File: config.mk
export PLATFORM = sky130hd
export DESIGN_NAME = b_resp_gen_flat
export DESIGN_NICKNAME = d
export VERILOG_FILES = /design/src/rtl/b_resp_gen_if.sv /design/src/rtl/b_resp_gen.sv /design/src/flat_wrapper.sv
export SDC_FILE = /design/constraint.sdc
export NUM_CORES = 1
export LEC_CHECK = 0
export BUFFER_PORTS_ARGS = -buffer_cell sky130_fd_sc_hd__buf_2
export CELL_PAD_IN_SITES_DETAIL_PLACEMENT = 0
export CELL_PAD_IN_SITES_GLOBAL_PLACEMENT = 1
export CORE_MARGIN = 5
export CORE_UTILIZATION = 50
export CTS_BUF_LIST = sky130_fd_sc_hd__clkbuf_8
export CTS_CLUSTER_DIAMETER = 100
export DETAILED_ROUTE_END_ITERATION = 8
export GPL_TIMING_DRIVEN = 0
export PLACE_DENSITY = 0.91
export RECOVER_POWER = 25
export SETUP_SLACK_MARGIN = 0.3
export SYNTH_ARGS = -nofsm -noshare
export SYNTH_HDL_FRONTEND = slang
export SYNTH_SLANG_ARGS = --single-unit
File: constraint.sdc
create_clock -name clk -period 3 [get_ports clk]
set_input_delay 0.15 -clock clk [delete_from_list [all_inputs] [get_ports clk]]
set_output_delay 0.15 -clock clk [all_outputs]
set_load 0.01 [all_outputs]
File: src/rtl/b_resp_gen_if.sv
// Write-event inputs, status flags and the B response channel of one slave's B generator.
// The master modport is the B generator; the slave modport is the slave wrapper / crossbar side.
interface b_resp_gen_if #(
  parameter int ID_width   = 6,
  parameter int user_width = 6
);
  logic                  aw_fire;
  logic [ID_width-1:0]   aw_id;
  logic [user_width-1:0] aw_user;
  logic                  w_last_fire;
  logic                  w_err;
  logic                  aw_full;
  logic                  w_full;
  logic                  ovf_err;
  logic [ID_width-1:0]   s_BID;
  logic [1:0]            s_BRESP;
  logic                  s_BVALID;
  logic [user_width-1:0] s_BUSER;
  logic                  s_BREADY;

  modport master (
    input  aw_fire, aw_id, aw_user, w_last_fire, w_err, s_BREADY,
    output aw_full, w_full, ovf_err, s_BID, s_BRESP, s_BVALID, s_BUSER
  );

  modport slave (
    output aw_fire, aw_id, aw_user, w_last_fire, w_err, s_BREADY,
    input  aw_full, w_full, ovf_err, s_BID, s_BRESP, s_BVALID, s_BUSER
  );
endinterface

File: src/rtl/b_resp_gen.sv
// Slave-side AXI write-response generator: queues accepted AW (id, user) and completed
// W bursts (error flag) in two independent FIFOs, pairs them in order and drives one
// registered B response per write, held stable until the crossbar accepts it.
module b_resp_gen #(
  parameter int ID_width   = 6,
  parameter int user_width = 6,
  parameter int DEPTH      = 4
) (
  input  logic clk,
  input  logic reset,
  b_resp_gen_if.master bus
);

  localparam int PTR_W   = (DEPTH > 1) ? $clog2(DEPTH) : 1;
  localparam int CNT_W   = PTR_W + 1;
  localparam int ENTRY_W = ID_width + user_width;

  localparam logic [1:0] RESP_OKAY   = 2'b00;
  localparam logic [1:0] RESP_SLVERR = 2'b10;

  // FIFO storage (data only, never reset; validity comes from the counts)
  logic [ENTRY_W-1:0]    aw_mem_q [DEPTH];
  logic [1:0]            w_mem_q  [DEPTH];

  // FIFO bookkeeping
  logic [PTR_W-1:0]      aw_wptr_q, aw_wptr_d, aw_rptr_q, aw_rptr_d;
  logic [PTR_W-1:0]      w_wptr_q,  w_wptr_d,  w_rptr_q,  w_rptr_d;
  logic [CNT_W-1:0]      aw_cnt_q,  aw_cnt_d,  w_cnt_q,   w_cnt_d;
  logic                  ovf_q,     ovf_d;

  // B output register
  logic                  b_valid_q, b_valid_d;
  logic [ID_width-1:0]   b_id_q,    b_id_d;
  logic [user_width-1:0] b_user_q,  b_user_d;
  logic [1:0]            b_resp_q,  b_resp_d;

  logic aw_full_int, w_full_int;
  logic issue;
  logic aw_push, w_push;
  logic [1:0] w_push_resp;
  logic [ENTRY_W-1:0] aw_head;

  assign aw_full_int = (aw_cnt_q == CNT_W'(DEPTH));
  assign w_full_int  = (w_cnt_q  == CNT_W'(DEPTH));

  assign bus.aw_full  = aw_full_int;
  assign bus.w_full   = w_full_int;
  assign bus.ovf_err  = ovf_q;
  assign bus.s_BVALID = b_valid_q;
  assign bus.s_BID    = b_id_q;
  assign bus.s_BUSER  = b_user_q;
  assign bus.s_BRESP  = b_resp_q;

  // Decide issue/push/drop for this cycle and compute next FIFO and B-register state
  always_comb begin
    issue       = (aw_cnt_q != '0) && (w_cnt_q != '0) && (!b_valid_q || bus.s_BREADY);
    aw_push     = bus.aw_fire     && (!aw_full_int || issue);
    w_push      = bus.w_last_fire && (!w_full_int  || issue);
    w_push_resp = bus.w_err ? RESP_SLVERR : RESP_OKAY;
    aw_head     = aw_mem_q[aw_rptr_q];

    aw_wptr_d = aw_push ? aw_wptr_q + PTR_W'(1) : aw_wptr_q;
    aw_rptr_d = issue   ? aw_rptr_q + PTR_W'(1) : aw_rptr_q;
    w_wptr_d  = w_push  ? w_wptr_q  + PTR_W'(1) : w_wptr_q;
    w_rptr_d  = issue   ? w_rptr_q  + PTR_W'(1) : w_rptr_q;

    aw_cnt_d = aw_cnt_q;
    if (aw_push && !issue) aw_cnt_d = aw_cnt_q + CNT_W'(1);
    else if (!aw_push && issue) aw_cnt_d = aw_cnt_q - CNT_W'(1);

    w_cnt_d = w_cnt_q;
    if (w_push && !issue) w_cnt_d = w_cnt_q + CNT_W'(1);
    else if (!w_push && issue) w_cnt_d = w_cnt_q - CNT_W'(1);

    ovf_d = ovf_q || (bus.aw_fire && !aw_push) || (bus.w_last_fire && !w_push);

    b_valid_d = b_valid_q;
    b_id_d    = b_id_q;
    b_user_d  = b_user_q;
    b_resp_d  = b_resp_q;
    if (issue) begin
      b_valid_d = 1'b1;
      b_id_d    = aw_head[ENTRY_W-1:user_width];
      b_user_d  = aw_head[user_width-1:0];
      b_resp_d  = w_mem_q[w_rptr_q];
    end else if (b_valid_q && bus.s_BREADY) begin
      b_valid_d = 1'b0;
    end
  end

  // Control state: pointers, counts, sticky overflow and the B register, synchronously reset
  always_ff @(posedge clk) begin
    if (reset) begin
      aw_wptr_q <= '0;
      aw_rptr_q <= '0;
      w_wptr_q  <= '0;
      w_rptr_q  <= '0;
      aw_cnt_q  <= '0;
      w_cnt_q   <= '0;
      ovf_q     <= 1'b0;
      b_valid_q <= 1'b0;
      b_id_q    <= '0;
      b_user_q  <= '0;
      b_resp_q  <= RESP_OKAY;
    end else begin
      aw_wptr_q <= aw_wptr_d;
      aw_rptr_q <= aw_rptr_d;
      w_wptr_q  <= w_wptr_d;
      w_rptr_q  <= w_rptr_d;
      aw_cnt_q  <= aw_cnt_d;
      w_cnt_q   <= w_cnt_d;
      ovf_q     <= ovf_d;
      b_valid_q <= b_valid_d;
      b_id_q    <= b_id_d;
      b_user_q  <= b_user_d;
      b_resp_q  <= b_resp_d;
    end
  end

  // FIFO data writes; a full FIFO is written only when the same cycle pops its head slot
  always_ff @(posedge clk) begin
    if (!reset && aw_push) aw_mem_q[aw_wptr_q] <= {bus.aw_id, bus.aw_user};
    if (!reset && w_push)  w_mem_q[w_wptr_q]   <= w_push_resp;
  end

endmodule

File: src/flat_wrapper.sv
// flat-port wrapper written by rule: the top's interface ports become plain ports
module b_resp_gen_flat 
#(
  parameter int ID_width   = 6,
  parameter int user_width = 6,
  parameter int DEPTH      = 4
)
  (clk, reset, bus_aw_fire, bus_aw_id, bus_aw_user, bus_w_last_fire, bus_w_err, bus_s_BREADY, bus_aw_full, bus_w_full, bus_ovf_err, bus_s_BID, bus_s_BRESP, bus_s_BVALID, bus_s_BUSER);
  b_resp_gen_if #(.ID_width(ID_width), .user_width(user_width)) bus_i ();
  input  logic clk;
  input  logic reset;
  input wire logic [$bits(bus_i.aw_fire)-1:0] bus_aw_fire;
  input wire logic [$bits(bus_i.aw_id)-1:0] bus_aw_id;
  input wire logic [$bits(bus_i.aw_user)-1:0] bus_aw_user;
  input wire logic [$bits(bus_i.w_last_fire)-1:0] bus_w_last_fire;
  input wire logic [$bits(bus_i.w_err)-1:0] bus_w_err;
  input wire logic [$bits(bus_i.s_BREADY)-1:0] bus_s_BREADY;
  output wire logic [$bits(bus_i.aw_full)-1:0] bus_aw_full;
  output wire logic [$bits(bus_i.w_full)-1:0] bus_w_full;
  output wire logic [$bits(bus_i.ovf_err)-1:0] bus_ovf_err;
  output wire logic [$bits(bus_i.s_BID)-1:0] bus_s_BID;
  output wire logic [$bits(bus_i.s_BRESP)-1:0] bus_s_BRESP;
  output wire logic [$bits(bus_i.s_BVALID)-1:0] bus_s_BVALID;
  output wire logic [$bits(bus_i.s_BUSER)-1:0] bus_s_BUSER;
  assign bus_i.aw_fire = bus_aw_fire;
  assign bus_i.aw_id = bus_aw_id;
  assign bus_i.aw_user = bus_aw_user;
  assign bus_i.w_last_fire = bus_w_last_fire;
  assign bus_i.w_err = bus_w_err;
  assign bus_i.s_BREADY = bus_s_BREADY;
  assign bus_aw_full = bus_i.aw_full;
  assign bus_w_full = bus_i.w_full;
  assign bus_ovf_err = bus_i.ovf_err;
  assign bus_s_BID = bus_i.s_BID;
  assign bus_s_BRESP = bus_i.s_BRESP;
  assign bus_s_BVALID = bus_i.s_BVALID;
  assign bus_s_BUSER = bus_i.s_BUSER;
  b_resp_gen #(.ID_width(ID_width), .user_width(user_width), .DEPTH(DEPTH)) u_core (.clk(clk), .reset(reset), .bus(bus_i));
endmodule
==> impl_metrics.ini, run 1 <==
[cells_and_area]
finalInstanceArea_um2 = 3760
diodes = 0
multiInputGateArea_um2 = 1060
final.fill_count = 529
area_delta_synth_final_pct = 14.6
seq_area_um2 = 2140
nNetsFinal = 310
drive_above_1_share_pct = 21.8

[cts]
htreeDepth = 3
ctsLongestPathBuffers = 2
ctsRootBufferMaster = clkbuf_8
cts_num_sinks = 81
path_clk_slew_ns = 0.08
cts_tree = yes
cts_buffers = 9
clkLatencyLatePin_ns = 0.34
cts_setup_buffers = 0

[outcome]
status = finished, final reports clean

[placed_design]
io_buffers = 33
dpl_cell_area_um2 = 3540
place_hpwl_mm = 3.86
gp_congestion = 0.750

[floorplan]
dieArea_um2 = 8280
start_util_pct = 51.6
fp-row-count = 29
die_x_um = 91.0
core_area_um2 = 6350
io_pins = 36
die_h_um = 91.0

[critical_path]
cp.required_ns = 3.27
critical_path_peak_fanout = 11
end_kind = register
reg2reg_to = u_core.w_cnt_q[2]
reg2reg_from = u_core.w_cnt_q[0]
reg2reg_slack_ns = 0.51
cp-startpoint = u_core.w_cnt_q[0]
endpoint = u_core.w_cnt_q[2]
arrival_ns = 2.75
ff2ff_path_depth = 10
startpoint_type = register
path_class = register to register

[job]
maxCapViolations = 0

[synthesis]
syn_nets = 263
syn_area_per_cell_um2 = 14.1
ys_seq_area_share_pct = 65.3
synthTopCellsByCount = edfxtp_1, nand2_1, dfxtp_1
netlist_instances = 233
synth_area_leaders = edfxtp_1, dfxtp_1, mux4_2
synth.cell_area_um2 = 3280
synth_top_cell_area_share_pct = 47.6
synth_seq_cells = 81
synth-main-ff-cell = edfxtp_1
yosysMostFrequentCell = edfxtp_1
synth-edff-count = 52
synth.distinct_cells = 32
yosysWarnings = 0
synth_largest_area_cell = edfxtp_1
synthArstFlopShare_pct = 0

[grt]
grt_overflow = 0
grt_pass1_wl_mm = 9.44
grt_max_degree = 15
track_usage_pct = 14.8
antenna_found_initial = 0
grt_pass1_vias = 1930

[routing]
ant_nets = 0
viasPerCell = 5.25
first_pass_iters = 4
drc_errors = 0
avgRoutedWirePerCell_um = 15.6
dr_total_vias = 1896
wl_mm = 5.62
drtIter0Drc = 56

[power]
powerDensity_nw_per_um2 = 868
leakage_uw = 0.00135
vdd_drop_max_mv = 0.379

[sta]
finalSetupTns_ns = 0
final.period_utilization_pct = 82.9
finalHoldViolations = 0
fmax_mhz = 402
finalClockSkew_ns = 0.0128
hold_slack_ns = 0.0720
setup_viol = 0
relSlewSlack_pct = 57.8
rsz0062_at_grt = no
layout_min_cycle_time_ns = 2.49
finalMaxSlewViolations = 0
tightest_slew_ns = 0.634

[min_path]
min_path_type = primary input to register
-- stage by stage --
step / worst slack (ns) / total power, µW / util (%) / instances
after floorplan: 0.674 / 2240 / - / 233
after global placement: 0.423 / 2490 / 55.8 / 343
after detailed placement: 0.371 / 2530 / 55.8 / 343
after CTS: 0.346 / 3300 / 58.8 / 358
after global routing: 0.304 / 3520 / 59.2 / 361
final: 0.513 / 3260 / 59.2 / 361
-- routing by layer --
| layer | routed length (µm) | global-route usage (%) |
|---|---|---|
| met1 | 2560 | 18.9 |
| met2 | 2720 | 23.0 |
| met3 | 241 | 4.79 |
| met4 | 107 | 6.72 |
| met5 | 0 | 0 |
-- power by group --
group	internal, µW	total (µW)	switching [µW]	leakage, µW
Sequential	1350	1470	117	0.000710
Clock	382	763	381	0.0000917
Combinational	469	1030	561	0.000553
Total	2200	3260	1060	0.00135
-- area by class of cell --
cell class                      instances  share of cell area (%)
Buffer                                 10                    1.37
Clock buffer                            9                    3.30
Clock inverter                          6                    1.80
Inverter                               10                   0.999
Multi-Input combinational cell        132                    28.1
Sequential cell                        81                    57.0
Tap cell                               77                    2.56
Timing Repair Buffer                   36                    4.86
-- how the worst min path moves through the flow --
| stage | startpoint | to | cells past startpoint |
|---|---|---|---|
| floorplan | bus_aw_user[0] | u_core.aw_mem_q[0][0] | 0 |
| global placement | bus_aw_id[1] | u_core.aw_mem_q[1][7] | 1 |
| detailed placement | bus_aw_id[5] | u_core.aw_mem_q[0][11] | 1 |
| CTS | bus_aw_user[4] | u_core.aw_mem_q[1][4] | 1 |
| global route | bus_aw_id[4] | u_core.aw_mem_q[2][10] | 1 |
| finish | bus_aw_user[3] | u_core.aw_mem_q[2][3] | 1 |
-- flip-flops by register name (all words and copies together), names as in the netlist --
register             cells
u_core.w_rptr_q          2
u_core.bus.ovf_err       1
u_core.bus.s_BUSER       6
u_core.aw_cnt_q          3
u_core.aw_wptr_q         2
u_core.w_mem_q           4
u_core.aw_rptr_q         2
u_core.bus.s_BVALID      1
u_core.bus.s_BRESP       1
u_core.bus.s_BID         6
u_core.w_cnt_q           3
u_core.aw_mem_q         48
u_core.w_wptr_q          2
-- worst max-delay path, stage by stage (launching register included) --
cell     delay, ns
dfxtp_1       0.39
nor3_2        0.30
nor3_4        0.11
inv_2         0.16
buf_4         0.21
ha_1          0.20
inv_1         0.06
fa_1          0.37
xor2_1        0.16
or3_1         0.32
a21oi_1       0.14
-- layout by cell type (no fill, tap or decap), drive strengths merged --
cell         Yosys  layout
a21o             2       2
a21oi           22      22
a31oi            1       1
and2             5       5
buf              5      28
bufinv           0       1
clkbuf           5      24
clkinv           0       2
clkinvlp         0       2
conb             1       1
dfxtp           29      29
dlygate4sd3      0       3
edfxtp          52      52
fa               2       2
ha              10      10
inv             10      11
mux2i            3       3
mux4            13      13
nand2           30      30
nand2b           4       4
nand3            3       3
nor2             6       6
nor2b            2       2
nor3             3       3
nor3b            7       7
o21ai            6       6
o22ai            1       1
or3              6       6
xnor2            1       1
xor2             4       4
-- kinds of logic (layout without fill, tap and decap cells) --
logic type      Yosys count  count (layout)  synth area share [%]
xor+xnor                  5               5                  1.34
buf+inv                  20              71                  2.71
flops                    81              81                  65.3
compound gates           32              32                  5.11
mux                      16              16                  9.84
other cells               1               1                 0.114
simple gates             66              66                  10.5
fa+ha+maj                12              12                  5.04
-- timing repair --
action,CTS,global route
hold buffers,0,3
resized for setup,0,3
endpoints found under the setup margin,0,2
endpoints found under the hold margin,0,12
Power figures use the tool's default switching activity.
==> inputs of run 2 (changes only) <==
CORE_UTILIZATION = 45   (was 50)
PLACE_DENSITY = 0.87   (was 0.91)
clock period = 2.2 ns   (was 3 ns; I/O delays follow)
==> run 2 against run 1 <==
  * Sequential share of layout area fell by 5.2 points
  * Critical path depth stayed put
  * Die area rose by 9.9%
  * Via count is 5.2% higher
  * Utilization shrank 1.0 points
  * Total power is 58% higher
  * Combinational power up 77%
==> impl_metrics.ini, run 2 (synthesized netlist as in run 1, its figures left out) <==
[cts]
ctsRootBufferMaster = clkbuf_8
cts_tree = yes
cts_num_sinks = 81
ctsLongestPathBuffers = 2
clkLatencyLatePin_ns = 0.34
path_clk_slew_ns = 0.08
cts_buffers = 9
htreeDepth = 3

[job]
maxCapViolations = 0

[floorplan]
core_area_um2 = 7180
io_pins = 36
start_util_pct = 45.7
die_x_um = 95.4
dieArea_um2 = 9090
die_h_um = 95.4
fp-row-count = 31

[cells_and_area]
final_cell_mix = edfxtp_1, nand2_1, buf_2
multiInputGateArea_um2 = 1150
regMostFlops = u_core.aw_mem_q
final_common_cell = edfxtp_1
final_util_pct = 58.2
diodes = 0
seq_area_um2 = 2160
nNetsFinal = 334
area_delta_synth_final_pct = 27.3
finalInstanceArea_um2 = 4170
final.fill_count = 589
drive_above_1_share_pct = 32.7
layoutNonFillerInstCount = 408
largest_reg_flops = 48

[grt]
antenna_found_initial = 0
met1_usage_pct = 18.5
track_usage_pct = 14.8
grt_max_degree = 15
grt_overflow = 0
grt.busiest_layer = met2
grt_pass1_vias = 1978
gr-usage-met3_pct = 3.00
grtUsageMet2_pct = 24.3
grt_pass1_wl_mm = 9.79

[sta]
tightest_slew_ns = 0.553
finalHoldViolations = 0
rsz0062_at_grt = yes
final.period_utilization_pct = 95.7
relSlewSlack_pct = 63.1
fmax_mhz = 475
setup_viol = 0
finalClockSkew_ns = 0.00843
finalMaxSlewViolations = 0
layout_min_cycle_time_ns = 2.11

[power]
leakage_uw = 0.00151
powerDensity_nw_per_um2 = 1240
vdd_drop_max_mv = 0.445

[routing]
first_pass_iters = 4
avgRoutedWirePerCell_um = 15.1
viasPerCell = 4.89
dr_total_vias = 1994
ant_nets = 0
drc_errors = 0
wl_mm = 6.14
drtIter0Drc = 70

[min_path]
min_path_type = primary input to register
hold_depth = 3

[critical_path]
arrival_ns = 2.38
critical_path_peak_fanout = 5
cp.required_ns = 2.48
cp-startpoint = u_core.w_cnt_q[2]
endpoint = u_core.aw_cnt_q[2]
ff2ff_path_depth = 10
reg2reg_slack_ns = 0.09
end_kind = register
startpoint_type = register
path_class = register to register
reg2reg_to = u_core.aw_cnt_q[2]
reg2reg_from = u_core.w_cnt_q[2]

[placed_design]
gp_congestion = 0.713
place_hpwl_mm = 4.24
dp_cells = 365
io_buffers = 33
dpl_cell_area_um2 = 3660

[outcome]
status = finished, final reports clean
## run 2: power breakdown
group	switching, µW	internal (µW)
clock	536	756
combinational	903	920
sequential	176	1870
## run 2: layout make-up
type | instances | area share (%)
Sequential cell | 81 | 51.8
Multi-Input combinational cell | 132 | 27.6
Timing Repair Buffer | 60 | 9.38
Clock buffer | 9 | 2.97
Tap cell | 99 | 2.97
Clock inverter | 7 | 2.85
Buffer | 10 | 1.41
Inverter | 10 | 0.959
## run 2: metal layers
| metal | wire, µm | vias up |
|---|---|---|
| li1 | - | 980 |
| met1 | 2640 | 958 |
| met2 | 3080 | 42 |
| met3 | 265 | 14 |
| met4 | 153 | 0 |
| met5 | 0 | - |
## run 2: critical path: stages (launching register included)
cell	delay, ns
dfxtp_4	0.37
nor3_4	0.30
nor3_4	0.08
inv_2	0.07
buf_8	0.11
ha_4	0.13
inv_2	0.03
fa_2	0.32
xor2_1	0.17
or3_1	0.33
a21oi_2	0.12
## run 2: how the worst min path moves through the flow
stage / slack [ns] / endpoint / startpoint
2_1_floorplan: 0.21 / u_core.aw_mem_q[0][0] / bus_aw_user[0]
3_3_place_gp: 0.32 / u_core.aw_mem_q[3][9] / bus_aw_id[3]
3_5_place_dp: 0.33 / u_core.aw_mem_q[2][4] / bus_aw_user[4]
4_1_cts: 0.08 / u_core.aw_wptr_q[0] / bus_aw_fire
5_1_grt: 0.09 / u_core.aw_wptr_q[0] / bus_aw_fire
6_report: 0.1 / u_core.aw_wptr_q[0] / bus_aw_fire
## run 2: what timing repair did
action,CTS,global route
setup buffers,8,6
pin swaps,4,5
hold endpoints to repair,52,0
hold buffers,13,0
setup endpoints to repair,52,4
gates resized for setup,16,5
## run 2: per-stage QoR
| step | setup TNS, ns | hold slack, ns | power, µW | setup WS, ns |
|---|---|---|---|---|
| 2_1_floorplan | 0 | 0.209 | 3220 | 0.141 |
| 3_3_place_gp | -0.0417 | 0.320 | 3580 | -0.0228 |
| 3_5_place_dp | -0.162 | 0.331 | 3640 | -0.102 |
| 4_1_cts | 0 | 0.0775 | 5110 | 0.0760 |
| 5_1_grt | -0.00988 | 0.0870 | 5460 | -0.00988 |
| 6_report | 0 | 0.0979 | 5160 | 0.0937 |
==> inputs of run 3 (changes only) <==
CELL_PAD_IN_SITES_DETAIL_PLACEMENT = default   (was 0)
CELL_PAD_IN_SITES_GLOBAL_PLACEMENT = default   (was 1)
CORE_UTILIZATION = 54   (was 45)
HOLD_SLACK_MARGIN = 0.12   (was default)
PLACE_DENSITY = 0.86   (was 0.87)
==> run 3 against run 2 <==
  * Wire length rose by 5.6%
  * Flip-flop and latch count did not move
  * Design area decreased by 0.15%
  * Utilization is 12 points higher
  * Critical path type unchanged
  * Critical endpoint unchanged
  * Largest cell class unchanged
  * Largest power group unchanged
==> impl_metrics.ini, run 3 (synthesized netlist as in run 1, its figures left out) <==
[power]
pwr-share-seq_pct = 39.9
leakage_uw = 0.00152
power_frac_comb_pct = 37.4
vdd_drop_max_mv = 0.920
swShare_pct = 32.5
pwr-share-clk_pct = 22.7
switchingPower_uw = 1670
finalPower_uw = 5150
powerDensity_nw_per_um2 = 1230
p_int_uw = 3470

[sta]
relSlewSlack_pct = 63.1
fmax_mhz = 467
layout_min_cycle_time_ns = 2.14
tightest_slew_ns = 0.553
final.period_utilization_pct = 97.3
finalClockSkew_ns = 0.0107
rsz0062_at_grt = yes
finalHoldViolations = 0
setup_viol = 0
finalMaxSlewViolations = 0

[job]
maxCapViolations = 0

[outcome]
status = finished, final reports clean

[grt]
grt_overflow = 0
grt_pass1_vias = 2035
grt_pass1_wl_mm = 10.2
track_usage_pct = 17.9
antenna_found_initial = 0
grt_max_degree = 15

[floorplan]
io_pins = 36
dieArea_um2 = 7730
start_util_pct = 55.4
die_x_um = 87.9
die_h_um = 87.9
core_area_um2 = 5920
fp-row-count = 28

[critical_path]
path_class = register to register
endpoint = u_core.aw_cnt_q[2]
arrival_ns = 2.42
critical_path_peak_fanout = 5
ff2ff_path_depth = 10
cp-startpoint = u_core.aw_cnt_q[1]
reg2reg_slack_ns = 0.06
startpoint_type = register
reg2reg_to = u_core.aw_cnt_q[2]
reg2reg_from = u_core.aw_cnt_q[1]
cp.required_ns = 2.48
end_kind = register

[cells_and_area]
final_util_pct = 70.4
finalInstanceArea_um2 = 4170
seq_area_um2 = 2160
multiInputGateArea_um2 = 1160
area_delta_synth_final_pct = 27.1
largest_reg_flops = 48
regMostFlops = u_core.aw_mem_q
diodes = 0
final_common_cell = edfxtp_1
nNetsFinal = 339
final_cell_mix = edfxtp_1, nand2_1, buf_2
final.fill_count = 368
drive_above_1_share_pct = 33.2

[cts]
ctsLongestPathBuffers = 2
path_clk_slew_ns = 0.09
clkLatencyLatePin_ns = 0.35
ctsRootBufferMaster = clkbuf_8
cts_tree = yes
htreeDepth = 3
cts_num_sinks = 81
cts_buffers = 9

[placed_design]
place_hpwl_mm = 4.11
io_buffers = 33
gp_congestion = 0.761
dpl_cell_area_um2 = 3630

[min_path]
min_path_type = primary input to register

[routing]
wl_mm = 6.48
drc_errors = 0
ant_nets = 0
viasPerCell = 5.39
avgRoutedWirePerCell_um = 16.7
dr_total_vias = 2093
first_pass_iters = 5
drtIter0Drc = 109
[run 3: changes by cell type in the layout (fill, tap and decap cells not counted), sizes merged]
cell,previous run,this run
buf,42,44
bufinv,3,2
clkinvlp,1,2
dlygate4sd3,13,16
inv,12,11
[run 3: cell type report]
class                   instances  area share [%]
plain buffers                  10            1.41
clock buffers                   9            2.97
clock inverters                 6            2.22
inverters                      10           0.901
multi-input cells             132            27.9
flip-flops and latches         81            51.9
well taps                      75            2.25
repair buffers                 65            10.5
[run 3: repair_timing]
action	CTS	global route
pin swaps	9	4
gates resized for setup	17	8
hold buffers	16	0
hold endpoints to repair	57	0
buffers inserted	9	7
setup endpoints to repair	52	25
[run 3: how the worst min path moves through the flow]
stage	startpoint	end	slack, ns	cells past startpoint
2_1_floorplan	bus_aw_user[0]	u_core.aw_mem_q[0][0]	0.21	0
3_3_place_gp	bus_aw_id[0]	u_core.aw_mem_q[2][6]	0.32	1
3_5_place_dp	bus_aw_user[4]	u_core.aw_mem_q[1][4]	0.33	1
4_1_cts	reset	u_core.w_wptr_q[0]	0.13	2
5_1_grt	reset	u_core.w_wptr_q[0]	0.17	2
6_report	reset	u_core.w_wptr_q[0]	0.15	2
[run 3: routing by layer]
layer  vias up  global-route usage, %  wire [µm]
met5         -                      0          0
met1      1032                   21.6       2520
li1        991                      -          -
met4         0                   8.37        136
met3        11                   4.05        379
met2        59                   30.5       3450
[run 3: power by group through the flow]
stage | Sequential [µW] | Clock [µW] | Combinational, µW
floorplan | 2090 | 0 | 1130
global placement | 2070 | 0 | 1490
detailed placement | 2080 | 0 | 1560
CTS | 2060 | 1190 | 1800
global route | 2080 | 1270 | 2100
finish | 2050 | 1170 | 1920
[run 3: stage by stage]
step | TNS [ns] | setup slack, ns | hold WS [ns] | std cells
finish | 0 | 0.0605 | 0.148 | 388
global route | -0.0102 | -0.0102 | 0.169 | 388
global placement | -0.0246 | -0.0165 | 0.321 | 341
detailed placement | -0.234 | -0.0916 | 0.330 | 341
floorplan | 0 | 0.141 | 0.209 | 233
CTS | 0 | 0.0888 | 0.131 | 381
[run 3: worst max-delay path, cell delays in order (launching register included)]
cell	delay, ns
dfxtp_4	0.38
nor3_4	0.25
nor3_4	0.06
inv_2	0.09
buf_8	0.12
ha_4	0.14
inv_2	0.04
fa_2	0.33
xor2_1	0.17
or3_1	0.35
a21oi_2	0.14
